## src/rtl/reservation_alu3_issue_ctrl_pkg.sv

```systemverilog
// Shared definitions for the ALU3 reservation-station controllers:
// entry count, index width, age-matrix type and its bit helper.
package reservation_alu3_issue_ctrl_pkg;

  localparam int RS_ALU3_ENTRY_N = 4;
  localparam int RS_ALU3_ENTRY_W = 2;

  // age[i][j] = 1 means entry i is older than entry j
  typedef logic [RS_ALU3_ENTRY_N-1:0][RS_ALU3_ENTRY_N-1:0] age_mtx_t;

  // Issue response towards the execution stage
  typedef struct packed {
    logic                       vld;
    logic [RS_ALU3_ENTRY_W-1:0] sel;
    logic [RS_ALU3_ENTRY_N-1:0] onehot;
  } issue_rsp_t;

  function automatic logic age_older(input age_mtx_t m, input int i, input int j);
    return m[i][j];
  endfunction

endpackage

```

## src/rtl/reservation_alu3_issue_ctrl_age_select.sv

```systemverilog
// Oldest-ready picker: an entry wins when it is ready and no other ready
// entry is older. Purely combinational, shared by the station controllers.
module reservation_alu3_age_select
  import reservation_alu3_issue_ctrl_pkg::*;
#(
  parameter int NUM_LANES = RS_ALU3_ENTRY_N,
  parameter int IDX_W     = RS_ALU3_ENTRY_W
) (
  input  logic [NUM_LANES-1:0]                ready,
  input  logic [NUM_LANES-1:0][NUM_LANES-1:0] age,
  output logic [NUM_LANES-1:0]                grant,
  output logic [IDX_W-1:0]                    idx,
  output logic                                any
);

  for (genvar i = 0; i < NUM_LANES; i++) begin : g_lane
    logic [NUM_LANES-1:0] older;
    for (genvar j = 0; j < NUM_LANES; j++) begin : g_col
      assign older[j] = age[j][i];
    end
    assign grant[i] = ready[i] & ~|(ready & older);
  end

  assign any = |grant;

  // Encode the (at most one-hot) grant into an index
  always_comb begin
    idx = '0;
    for (int i = 0; i < NUM_LANES; i++)
      if (grant[i]) idx = IDX_W'(i);
  end

endmodule

```

## src/rtl/reservation_alu3_issue_ctrl.sv

```systemverilog
// ALU3 reservation-station controller: allocates entries for dispatch,
// keeps an age matrix, issues the oldest ready entry and handles flush.
module reservation_alu3_issue_ctrl
  import reservation_alu3_issue_ctrl_pkg::*;
(
  input  logic                       iCLOCK,
  input  logic                       inRESET,
  input  logic                       iFLUSH,
  input  logic                       iREGIST_REQ,
  output logic                       oREGIST_FULL,
  output logic [RS_ALU3_ENTRY_N-1:0] oENTRY_REGIST,
  input  logic [RS_ALU3_ENTRY_N-1:0] iENTRY_VALID,
  input  logic [RS_ALU3_ENTRY_N-1:0] iENTRY_MATCHING,
  input  logic                       iEXE_BUSY,
  output logic [RS_ALU3_ENTRY_N-1:0] oENTRY_EXOUT,
  output logic                       oENTRY_REMOVE,
  output logic                       oEXE_VALID,
  output logic [RS_ALU3_ENTRY_W-1:0] oEXE_SEL,
  output logic [2:0]                 oFREE_COUNT,
  output logic                       oERROR
);

  localparam int N = RS_ALU3_ENTRY_N;
  localparam int W = RS_ALU3_ENTRY_W;

  logic [N-1:0] busy, busy_n, free, alloc_oh, ready, grant;
  age_mtx_t     age, age_n;
  logic [W-1:0] grant_idx;
  logic         grant_any, do_alloc, found, error, error_n, prev_strobe;
  issue_rsp_t   issue;
  logic [2:0]   free_cnt;

  assign free         = ~busy;
  assign oREGIST_FULL = &busy;
  assign ready        = busy & iENTRY_MATCHING;

  // Lowest-index free entry; entries issuing this cycle still count as busy
  always_comb begin
    alloc_oh = '0;
    found    = 1'b0;
    for (int i = 0; i < N; i++)
      if (free[i] && !found) begin
        alloc_oh[i] = 1'b1;
        found       = 1'b1;
      end
  end

  reservation_alu3_age_select #(.NUM_LANES(N), .IDX_W(W)) u_sel (
    .ready (ready),
    .age   (age),
    .grant (grant),
    .idx   (grant_idx),
    .any   (grant_any)
  );

  assign do_alloc      = iREGIST_REQ & ~oREGIST_FULL & ~iFLUSH;
  assign issue.vld     = grant_any & ~iEXE_BUSY & ~iFLUSH;
  assign issue.sel     = issue.vld ? grant_idx : '0;
  assign issue.onehot  = issue.vld ? grant : '0;

  assign oENTRY_REGIST = do_alloc ? alloc_oh : '0;
  assign oENTRY_EXOUT  = issue.onehot;
  assign oEXE_VALID    = issue.vld;
  assign oEXE_SEL      = issue.sel;
  assign oENTRY_REMOVE = iFLUSH;

  // Free-entry popcount
  always_comb begin
    free_cnt = '0;
    for (int i = 0; i < N; i++) free_cnt = free_cnt + 3'(free[i]);
  end
  assign oFREE_COUNT = free_cnt;

  // Next busy/age state; allocation is applied first so that an entry
  // issued in the same cycle ends with a fully cleared row and column
  always_comb begin
    busy_n = busy;
    age_n  = age;
    if (iFLUSH) begin
      busy_n = '0;
      age_n  = '0;
    end else begin
      for (int k = 0; k < N; k++)
        if (oENTRY_REGIST[k]) begin
          busy_n[k] = 1'b1;
          for (int j = 0; j < N; j++) begin
            age_n[j][k] = busy[j];
            age_n[k][j] = 1'b0;
          end
        end
      for (int w = 0; w < N; w++)
        if (oENTRY_EXOUT[w]) begin
          busy_n[w] = 1'b0;
          for (int j = 0; j < N; j++) begin
            age_n[w][j] = 1'b0;
            age_n[j][w] = 1'b0;
          end
        end
    end
  end

  // Busy mirror is only compared once a strobe-free cycle has let entries settle
  assign error_n = error | (~prev_strobe & (busy != iENTRY_VALID));
  assign oERROR  = error;

  // State registers
  always_ff @(posedge iCLOCK or negedge inRESET) begin
    if (!inRESET) begin
      busy        <= '0;
      age         <= '0;
      error       <= 1'b0;
      prev_strobe <= 1'b0;
    end else begin
      busy        <= busy_n;
      age         <= age_n;
      error       <= error_n;
      prev_strobe <= (|oENTRY_REGIST) | (|oENTRY_EXOUT) | oENTRY_REMOVE;
    end
  end

endmodule

```

## config.mk

```make
export PLATFORM = sky130hd
export DESIGN_NAME = reservation_alu3_issue_ctrl
export DESIGN_NICKNAME = d
export VERILOG_FILES = /design/src/rtl/reservation_alu3_issue_ctrl_pkg.sv /design/src/rtl/reservation_alu3_issue_ctrl_age_select.sv /design/src/rtl/reservation_alu3_issue_ctrl.sv
export SDC_FILE = /design/constraint.sdc
export NUM_CORES = 1
export LEC_CHECK = 0
export CAP_MARGIN = 20
export CORE_MARGIN = 2
export CORE_UTILIZATION = 50
export CTS_CLUSTER_SIZE = 25
export DETAILED_ROUTE_END_ITERATION = 10
export PLACE_DENSITY = 0.92
export SLEW_MARGIN = 20
export SYNTH_ARGS = -nofsm -noshare
export SYNTH_HDL_FRONTEND = slang
export SYNTH_SLANG_ARGS = --single-unit
```

## constraint.sdc

```tcl
create_clock -name iCLOCK -period 4.1 [get_ports iCLOCK]
set_clock_uncertainty 0.05 [all_clocks]
set_input_delay 0.41 -clock iCLOCK [delete_from_list [all_inputs] [get_ports iCLOCK]]
set_output_delay 0.41 -clock iCLOCK [all_outputs]
set_load 0.05 [all_outputs]
```

==> flow_summary.toml <==
[run_status]
run_status = "complete, no violations"

[die]
std_cell_rows = 18
die_w_um = 54.18
initial_standard_cell_utilization_of_the_core_pct = 51.75
height_of_the_chip_um = 54.18
io-pin-count = 30
die-area_um2 = 2935
fp.coreArea_um2 = 2432

[placed_design]
placement.setup.worst_slack_ns = 0.8973
routabilityCongestion = 1.034
port-buffer-count = 29
hpwlAfterDp_mm = 2.734

[synth]
post_synth_most_frequent_cells = "dfrtp_1 (18), nand3_1 (16), nor2_1 (13)"
yosysMostFrequentCell = "dfrtp_1"
netlist_instances = 138
post_synth_num_cell_types = 49
synth_top_area_share_pct = 35.79
portion_of_the_post_synthesis_area_used_by_sequential_elements_pct = 35.79
ys_async_sr_fraction_pct = 100.0
synth_area_leaders = "dfrtp_1 (36%), nand3_1 (6.4%), ha_1 (5.0%), buf_6 (4.5%), nor2_1 (3.9%)"
dominant_synthesized_flop_cell = "dfrtp_1"
synth_area_um2 = 1259
synthesis.area_per_instance_um2 = 9.121
synth_enable_flop_cells = 0
synth-seq-cells = 18
synth_area_leader_cell = "dfrtp_1"
synth.yosys.warnings = 0
synth.net_count = 157

[pwr]
vdd_drop_max_mv = 0.1842
p_leak_nw = 0.6641
power_per_cell_area_nw_per_um2 = 253.7

[routing]
ant_nets = 0
wl_met3_um = 303
drt_iter0_drc = 92
totalWireLength_mm = 3.451
drt-met1-wl_mm = 1.298
vias = 1193
maxUsedRoutingLayer = "met4"
viasPerCell = 6.149
dr_wl_met2_mm = 1.676
routedWlPerCell_um = 17.79
first_pass_drt_iterations = 4
drcViolationCount = 0

[sta]
final-setup-viol-count = 0
post-route-min-period_ns = 3.296
finalCritPeriodShare_pct = 80.39
final-hold-violation-count = 0
final-max-slew-violation-count = 0
post-route-worst-setup-slack_ns = 0.8040
grt_setup_unrepaired = "false"
slew_headroom_pct = 44.84
max_slew.worst_pin.slew_ns = 0.8248
fmax_mhz = 303.4
setup_tns_ns = 0

[global_route]
grt-ovfl-total = 0
grt_max_degree = 19
grt_util_all_layers_pct = 26.84
via_count_of_the_first_global_routing_pass = 1153
grt_antenna_before_repair = 0
wire_length_of_the_first_global_routing_pass_mm = 5.561

[cts]
clk_root_buffer_cell = "clkbuf_4"
numCtsBuffers = 3
post_cts_resize_count = 0
cts_tree = "built"
cts.hold.buffers_added = 0
clk_pin_slew_worst_paths_ns = 0.10
number_of_buffers_on_the_longest_clock_path = 2
cts.htree.levels = 1
post-cts-setup-buffers = 0
clock_sink_count = 18
clkLatencyLatePin_ns = 0.30

[worst_setup_path]
crit_start = "busy[3]"
timing.rr.end = "prev_strobe"
critPathKind = "register to output pin"
arrival_ns = 2.84
crit_fanout = 12
timing.critical_path.from_type = "register"
worstSetupEndpointType = "output pin"
rr_startpoint = "busy[0]"
worst_ep_required_time_ns = 3.64
endpoint = "oEXE_VALID"
reg_to_reg_setup_timing_slack_ns = 1.94
r2r.worst_path.cells = 7

[final_layout]
flow.area_growth_from_synthesis_pct = 23.46
fillers = 208
number_of_antenna_repair_diodes = 0
post_route_cells_drive_above_1_share_pct = 12.80
finish.net_count = 184

[flow_run]
drv.max_cap_violation_count = 0

[worst_hold_path]
hold_path.class = "register to register"
-- where the power goes --
| part | total, mW | switching (mW) | internal (mW) |
|---|---|---|---|
| Sequential | 0.188 | 0.00721 | 0.180 |
| Clock | 0.113 | 0.0588 | 0.0542 |
| Combinational | 0.0935 | 0.0587 | 0.0348 |
| Total | 0.394 | 0.125 | 0.269 |
-- flip-flops by register name, indices dropped and copies added, names as in the netlist --
register and count:
age 12, busy 4, oERROR 1, prev_strobe 1
-- stage by stage --
step           hold WS [ns]  cell area, um^2  util (%)  cells  power (mW)
3_5_place_dp         0.3993             1518     62.40    190      0.2844
4_1_cts              0.4130             1554     63.89    194      0.3945
2_1_floorplan       0.06441             1259         -    138      0.2497
6_report             0.4098             1554     63.89    194      0.3942
5_1_grt              0.4389             1554     63.89    194      0.4096
3_3_place_gp         0.3664             1518     62.40    190      0.2804
-- how the worst min path moves through the flow --
stage	endpoint	depth (start not counted)	from	slack (ns)
2_1_floorplan	age[11]	0	inRESET	0.06
3_3_place_gp	oERROR	1	prev_strobe	0.37
3_5_place_dp	oERROR	1	prev_strobe	0.40
4_1_cts	oERROR	1	prev_strobe	0.41
5_1_grt	oERROR	1	prev_strobe	0.44
6_report	oERROR	1	prev_strobe	0.41
-- cell families after synthesis --
| family | Yosys count | synth area share (%) |
|---|---|---|
| adders and majority gates | 6 | 6.561 |
| xor gates and xnor gates | 4 | 2.783 |
| and+or+nand+nor | 64 | 28.83 |
| AOI/OAI and AO/OA | 24 | 15.01 |
| buffers and inverters | 20 | 9.442 |
| muxes | 2 | 1.591 |
| DFF | 18 | 35.79 |
-- worst max-delay path: stages (launching register included) --
cell             delay (ns)
dfrtp_1                0.68
nand2_1                0.17
a2111oi_4              0.44
a41oi_1                0.12
a31oi_1                0.28
clkdlybuf4s50_1        0.85
-- layout make-up --
class | count | area (um^2) | share of cell area [%]
Multi-Input combinational cell | 100 | 689.4 | 44.36
Tap cell | 30 | 37.54 | 2.415
Timing Repair Buffer | 29 | 290.3 | 18.68
Inverter | 13 | 50.05 | 3.221
Clock buffer | 4 | 36.28 | 2.335
Sequential cell | 18 | 450.4 | 28.99
-- per-layer routing --
metal	global-route usage, %	up-vias
li1	-	535
met2	45.58	72
met1	31.73	564
met3	6.944	22
met4	11.25	0
met5	0	-
-- layout by cell type (no fill, tap or decap), types with 3 or more instances in the layout --
| cell | Yosys | routed |
|---|---|---|
| ha_1 | 5 | 5 |
| clkbuf_4 | 0 | 3 |
| dfrtp_1 | 18 | 18 |
| nor2_1 | 13 | 13 |
| nand2_1 | 10 | 10 |
| clkdlybuf4s50_1 | 0 | 29 |
| nor3_1 | 3 | 3 |
| nand3_1 | 16 | 16 |
| a21oi_1 | 4 | 4 |
| inv_2 | 4 | 4 |
| inv_1 | 8 | 8 |
| a211oi_1 | 3 | 3 |
| xor2_1 | 4 | 4 |
No activity file was read; power rests on OpenSTA's default activity.
